--- src/rtl/piso_nbit_tx_pkg.sv ---
// Shared definitions for the piso_nbit_tx serial link (transmitter and matching receiver).
// Build option: define PISO_TX_PARITY_EN to append an even-parity bit to every frame.
// Both ends of the link read the frame length from here, so they always agree on F.
package piso_nbit_tx_pkg;

  // Transmitter sequencing states
  typedef enum logic {
    IDLE  = 1'b0,
    SHIFT = 1'b1
  } state_t;

`ifdef PISO_TX_PARITY_EN
  localparam bit PARITY_EN = 1'b1;
`else
  localparam bit PARITY_EN = 1'b0;
`endif

  // Frame length in bits: data word plus the optional parity bit
  function automatic int frame_len(input int n);
    return PARITY_EN ? (n + 1) : n;
  endfunction

  // Width of a counter that can hold 0..f
  function automatic int cnt_width(input int f);
    return $clog2(f + 1);
  endfunction

endpackage

--- src/rtl/piso_nbit_tx_parity_even_nbit.sv ---
// Even-parity generator over an N-bit word (XOR reduction).
// Only elaborated when PISO_TX_PARITY_EN is defined; the default build has no parity logic.
`ifdef PISO_TX_PARITY_EN
module parity_even_nbit #(
  parameter int N = 16
) (
  input  logic [N-1:0] data,
  output logic         parity
);

  // Parity bit that makes the total count of ones (data + parity) even
  function automatic logic even_parity(input logic [N-1:0] w);
    return ^w;
  endfunction

  assign parity = even_parity(data);

endmodule
`endif

--- src/rtl/piso_nbit_tx.sv ---
// Parallel-in, serial-out transmitter: takes an N-bit word over valid/ready and sends
// it one bit per clock with frame/last strobes; back-to-back words stream gap-free.
// Build option: PISO_TX_PARITY_EN appends an even-parity bit after the data bits.
module piso_nbit_tx
  import piso_nbit_tx_pkg::*;
#(
  parameter int N         = 16,
  parameter bit LSB_FIRST = 1'b0
) (
  input  logic         clk,
  input  logic         reset_al_in,
  input  logic [N-1:0] p_in,
  input  logic         valid_in,
  output logic         ready_out,
  output logic         d_out,
  output logic         frame_out,
  output logic         last_out
);

  localparam int F  = frame_len(N);
  localparam int CW = cnt_width(F);
  // Counter value one before the final bit: reaching it next edge means "last bit"
  localparam logic [CW-1:0] PRELAST_IDX = CW'(F - 2);

  state_t        state;
  logic [CW-1:0] cnt;
  logic [F-1:0]  sreg;
  logic          last_r;

  logic [F-1:0]  load_word;
  logic [F-1:0]  sreg_shifted;
  logic          head;
  logic          accept;

`ifdef PISO_TX_PARITY_EN
  logic par;

  parity_even_nbit #(.N(N)) u_parity (
    .data   (p_in),
    .parity (par)
  );

  // Parity always trails the data bits, whichever end is sent first
  assign load_word = LSB_FIRST ? {par, p_in} : {p_in, par};
`else
  assign load_word = p_in;
`endif

  // The head bit sits at the end that leaves first; zeros fill in behind it, so an
  // exhausted register reads as zero once the frame is over.
  assign head         = LSB_FIRST ? sreg[0] : sreg[F-1];
  assign sreg_shifted = LSB_FIRST ? {1'b0, sreg[F-1:1]} : {sreg[F-2:0], 1'b0};

  // Ready in IDLE or while the final bit is on the wire, so the next word follows at once
  assign ready_out = (state == IDLE) | last_r;
  assign accept    = valid_in & ready_out;

  assign d_out     = (state == SHIFT) & head;
  assign frame_out = (state == SHIFT);
  assign last_out  = last_r;

  // Sequencer: load on accept, shift one bit per clock, return to IDLE after the last bit
  always_ff @(posedge clk or negedge reset_al_in) begin
    if (!reset_al_in) begin
      state  <= IDLE;
      cnt    <= '0;
      sreg   <= '0;
      last_r <= 1'b0;
    end else if (accept) begin
      state  <= SHIFT;
      cnt    <= '0;
      sreg   <= load_word;
      last_r <= 1'b0;
    end else begin
      case (state)
        IDLE: begin
          state  <= IDLE;
          cnt    <= '0;
          sreg   <= sreg;
          last_r <= 1'b0;
        end
        SHIFT: begin
          sreg <= sreg_shifted;
          if (last_r) begin
            state  <= IDLE;
            cnt    <= '0;
            last_r <= 1'b0;
          end else begin
            state  <= SHIFT;
            cnt    <= cnt + CW'(1);
            last_r <= (cnt == PRELAST_IDX);
          end
        end
        default: begin
          state  <= IDLE;
          cnt    <= '0;
          sreg   <= '0;
          last_r <= 1'b0;
        end
      endcase
    end
  end

endmodule

--- config.mk ---
export PLATFORM = sky130hd
export DESIGN_NAME = piso_nbit_tx
export DESIGN_NICKNAME = d
export VERILOG_FILES = /design/src/rtl/piso_nbit_tx_pkg.sv /design/src/rtl/piso_nbit_tx_parity_even_nbit.sv /design/src/rtl/piso_nbit_tx.sv
export SDC_FILE = /design/constraint.sdc
export NUM_CORES = 1
export LEC_CHECK = 0
export CAP_MARGIN = 20
export CORE_MARGIN = 1
export CORE_UTILIZATION = 45
export CTS_CLUSTER_DIAMETER = 200
export DETAILED_ROUTE_END_ITERATION = 6
export PLACE_DENSITY_LB_ADDON = 0.12
export SKIP_LAST_GASP = 1
export SYNTH_ARGS = -nofsm -noshare
export SYNTH_HDL_FRONTEND = slang
export SYNTH_HIERARCHICAL = 1
export SYNTH_SLANG_ARGS = --single-unit
--- constraint.sdc ---
create_clock -name clk -period 1.35 [get_ports clk]
set_input_delay 0.27 -clock clk [delete_from_list [all_inputs] [get_ports clk]]
set_output_delay 0.27 -clock clk [all_outputs]
set_load 0.02 [all_outputs]
==> flow_summary.ini, run 1 <==
[detailed_routing]
ant_nets = 0
dr.pass1.iters = 4
finalWirelength_mm = 2.48
route.detailed.drc = 0
drt-initial-drc-count = 11
post_drt_via_cell_ratio = 5.66
vias = 956
routedWlPerCell_microns = 14.7

[placed_design]
dp_hpwl_mm = 1.71
io_buffers = 22
place.gp.congestion = 0.691
placedCellCount = 165

[power]
ir_drop_mv = 0.892
cellPowerDensity_nw_per_um2 = 1460
leakagePower_nw = 0.740
finalPower_w = 0.00217

[sta]
period_share_pct = 96.9
slew_violations = 0
hold_slack_ns = 0.287
max_clock_freq_mhz = 764
worstMarginPinSlew_ns = 0.351
finalHoldViolations = 0
min_period_ns = 1.31
rsz0062_at_grt = true
clock_skew_ns = 0.0130
maxSlewHeadroom_pct = 76.5
fin_tns_setup_ns = 0
setup_violations = 0

[global_routing]
first_global_vias = 911
grt_usage_pct = 20.0
grt_overflow = 0
grt_pass1_wl_mm = 4.10
grt_max_degree = 32
antenna_found_initial = 0

[yosys]
synth_seq_cells = 23
synth_top_cell_by_area = dfrtp_1
synthCells = 115
synth_fp_nets = 136
synth_top_area_share_pct = 47.6
netlist_area_sq_um = 1210
syn_area_per_cell_sq_um = 10.5
synthTopCellsByArea = dfrtp_1 (48%), mux2i_1 (13%), a31oi_1 (7.8%)
ys_warn_count = 6
ys_types = 22
synth-seq-area-share_pct = 47.6

[setup_path]
worst_r2r_endpoint = sreg[13]
startpoint_type = flop
rr_worst_depth = 5
crit_start = frame_out
critPathArrivalTime_ns = 1.04
endpoint = d_out
required_ns = 1.08
endpoint_kind = output pin
critPathKind = flop to output pin
critPathMaxFanout = 4
rr_startpoint = last_out
r2r_slack_ns = 0.14

[die]
ios = 23
die_area_sq_um = 2900
die_y_microns = 53.8
die_x_microns = 53.8
initial_core_util_pct = 48.3
row_count = 18
coreArea_sq_um = 2500

[clock_network]
hold_buffers = 0
cts-root-buf = clkbuf_4
cts_tree = yes
clk_pin_slew_worst_paths_ns = 0.14
clockBufferDepth = 2
clkSinkCount = 23
clock_latency_ns = 0.32
numCtsBuffers = 3
cts-htree-levels = 1
post_cts_buffers = 0

[cells_and_area]
layout_common_cells = dfrtp_1 (23), clkdlybuf4s50_1 (17), mux2i_1 (16)
synthToLayoutAreaGrowth_pct = 23.2
nNetsFinal = 161
final_common_cell = dfrtp_1
drive_gt1_share_pct = 11.5
diodes = 0
fin_util_pct = 59.6
fin_cells = 169

[min_path]
hp-class = input pin to asynchronous set/reset pin

[run_status]
status = complete, no violations

[run]
max-cap-violations = 0
## power breakdown
| part | internal, W | switching, W |
|---|---|---|
| Clock | 0.000111 | 0.000213 |
| Combinational | 0.000370 | 0.000388 |
| Sequential | 0.000928 | 0.000165 |
## what timing repair did
action                     4_1_cts  5_1_grt
hold endpoints to repair         0        0
setup endpoints to repair        4       18
pin swaps                        0        0
resized for setup               10        6
## critical path: stages (launching register included)
cell and delay (ns):
dfrtp_1 0.42, and2_1 0.16, clkbuf_2 0.15
## worst min-delay path by stage
stage                startpoint  slack [ns]        to  cells after the start
floorplan           reset_al_in       -0.03    cnt[0]                      0
global placement         cnt[0]        0.47    cnt[0]                      1
detailed placement       cnt[0]        0.48    cnt[0]                      1
CTS                 reset_al_in        0.29   sreg[1]                      2
global route        reset_al_in        0.32   sreg[1]                      2
finish              reset_al_in        0.29  sreg[12]                      2
## cell families after synthesis
family	after synthesis	share of synthesized area (%)
AOI/OAI and AO/OA	31	14.4
xor gates and xnor gates	3	2.17
adders and majority gates	2	2.07
buffers and inverters	11	6.83
DFF	23	47.6
muxes	16	13.3
and+or+nand+nor	29	13.7
## state kept, by name (all words and copies together) (netlist names)
register   count
sreg          16
last_out       1
cnt            5
frame_out      1
## synth_stat cells, drive strengths merged
cell type	n
xnor2	1
and2	1
inv	1
clkbuf	3
nand4b	1
o21ai	16
buf	7
xor2	2
nand2b	2
mux2i	16
nand2	1
nand3	3
a31oi	15
nor2	6
dfrtp	23
ha	2
and3	15
## area by class of cell
class	instances	area [sq um]
Multi-Input combinational cell	81	564
Clock inverter	1	5.00
Fill cell	227	1010
Tap cell	30	37.5
Sequential cell	23	576
Timing Repair Buffer	30	280
Clock buffer	3	22.5
Inverter	1	3.75
## routing by layer
layer,wire length [microns],GRT usage (%)
met5,0,0
met1,1170,25.4
met3,150,4.52
met2,1140,32.5
met4,17,8.33
## per-stage QoR
| step | setup WS (ns) | area, sq um |
|---|---|---|
| after global placement | -0.177 | 1460 |
| final | 0.0415 | 1490 |
| after detailed placement | -0.191 | 1460 |
| after global routing | -0.0187 | 1490 |
| after CTS | -0.143 | 1480 |
| after floorplan | 0.0134 | 1210 |
Note: power is estimated with default switching activity, not from simulation.
==> run 2, diff against run 1 <==
CORE_MARGIN = 1.5   (was 1)
==> run 2 against run 1 <==
Against the previous run:
- largest cell class unchanged
- routed wire length down 2.1%
- via count up 2.9%
- global-route usage down 1.9 points
- critical path depth is the same
- critical path type unchanged
- register-to-register slack improved by 0.05 ns
==> flow_summary.ini, run 2 (synthesis gave the netlist of run 1 again) <==
[cells_and_area]
fin_area_sq_um = 1480
fill_cells = 227
nNetsFinal = 164
drive_gt1_share_pct = 13.4
multi_input_area_sq_um = 556
register_area_sq_um = 576
final_common_cell = dfrtp_1
synthToLayoutAreaGrowth_pct = 22.6
diodes = 0
layout_common_cells = dfrtp_1 (23), clkdlybuf4s50_1 (18), mux2i_1 (16)
top_register = sreg
fin_cells = 172
largest_reg_flops = 16
reg_top3 = sreg: 16 flops, cnt: 5 flops

[die]
die_y_microns = 54.8
initial_core_util_pct = 48.3
row_count = 18
die_x_microns = 54.8
coreArea_sq_um = 2500
die_area_sq_um = 3010
ios = 23

[global_routing]
grt_max_degree = 24
antenna_found_initial = 0
grt_usage_pct = 18.1
grt_overflow = 0
grt_pass1_wl_mm = 3.85
first_global_vias = 869

[sta]
fin_ws_ns = 0.0317
period_share_pct = 97.7
hold_slack_ns = 0.304
min_period_ns = 1.32
slew_violations = 0
worstMarginPinSlew_ns = 0.300
clock_skew_ns = 0.00761
fin_tns_setup_ns = 0
rsz0062_at_grt = true
setup_violations = 0
finalHoldViolations = 0
max_clock_freq_mhz = 759
maxSlewHeadroom_pct = 80.0

[power]
cellPowerDensity_nw_per_um2 = 1460
leakagePower_nw = 0.741
ir_drop_mv = 0.889

[min_path]
hp-class = input pin to asynchronous set/reset pin

[clock_network]
clockBufferDepth = 2
numCtsBuffers = 3
cts-root-buf = clkbuf_4
cts-htree-levels = 1
clk_pin_slew_worst_paths_ns = 0.12
clkSinkCount = 23
clock_latency_ns = 0.31
cts_tree = yes

[run_status]
status = complete, no violations

[run]
max-cap-violations = 0

[detailed_routing]
vias = 984
post_drt_via_cell_ratio = 5.72
finalWirelength_mm = 2.43
ant_nets = 0
dr.pass1.iters = 4
drt-initial-drc-count = 18
routedWlPerCell_microns = 14.1
route.detailed.drc = 0

[placed_design]
post-place-ws_ns = -0.187
dp_hpwl_mm = 1.66
place.gp.congestion = 0.761
placedCellCount = 166
io_buffers = 22
placed_area_sq_um = 1460

[setup_path]
startpoint_type = flop
r2r_slack_ns = 0.19
crit_path_max_incr_delay_ns = 0.41
required_ns = 1.08
critPathArrivalTime_ns = 1.05
cp.buffers_inverters = 1
path_cells = nand2b_1 -> buf_2
critPathMaxFanout = 3
cpLargestDelayFamily = flip-flops
critPathKind = flop to output pin
crit_slowest_cell = dfrtp_1
endpoint_kind = output pin
## run 2: cell types whose count changed in the layout (fill, tap and decap cells not counted), sizes merged
cell,delta
buf,+5
clkdlybuf4s15,-1
clkdlybuf4s50,+1
clkinv,-1
dlymetal6s2s,-1
## run 2: timing repair
action	in CTS	in global routing
endpoints found under the setup margin	4	3
hold buffers	0	0
resized for setup	15	2
pin swaps	0	0
buffers inserted	2	0
## run 2: worst paths after layout
kind	endpoint	depth (start not counted)	startpoint
worst max-delay path	ready_out	2	last_out
worst min-delay path	sreg[1]	2	reset_al_in
worst max register to register	sreg[14]	4	last_out
worst min register to register	cnt[0]	1	cnt[0]
max in group asynchronous	sreg[10]	2	reset_al_in
min in group clk	cnt[0]	1	cnt[0]
## run 2: worst reg2reg max path, stage by stage, from the launching register on
cell and delay [ns]:
dfrtp_1 0.38, buf_4 0.21, nand2_4 0.16, a31oi_1 0.19
o21ai_0 0.11
## run 2: power by group
part | internal, W | switching [W]
registers | 0.000928 | 0.000159
logic | 0.000379 | 0.000387
clock network | 0.000115 | 0.000194
total | 0.00142 | 0.000740
## run 2: layout make-up
type                    instances  area share, %
well taps                      30           2.53
clock buffers                   4           1.77
inverters                       1          0.253
flip-flops and latches         23           38.9
multi-input cells              81           37.5
repair buffers                 33           19.1
## run 2: per-layer routing
metal | wire, microns | share of wire, % | up-vias | track usage [%]
met1 | 1100 | 46 | 491 | 21.6
met3 | 84 | 3.5 | 2 | 5.74
met4 | 15 | 0.62 | 0 | 3.75
li1 | - | - | 474 | -
met5 | 0 | 0 | - | 0
met2 | 1220 | 50 | 17 | 31.7
## run 2: through the flow
step	util (%)	power (W)
global placement	58.2	0.00186
finish	59.3	0.00216
detailed placement	58.2	0.00189
global route	59.3	0.00233
floorplan	-	0.00160
CTS	59.3	0.00219
==> run 3, diff against run 2 <==
CTS_CLUSTER_DIAMETER = unset   (was 200)
==> results of run 3 <==
Final layout, timing and power as in run 2 (identical DEF).
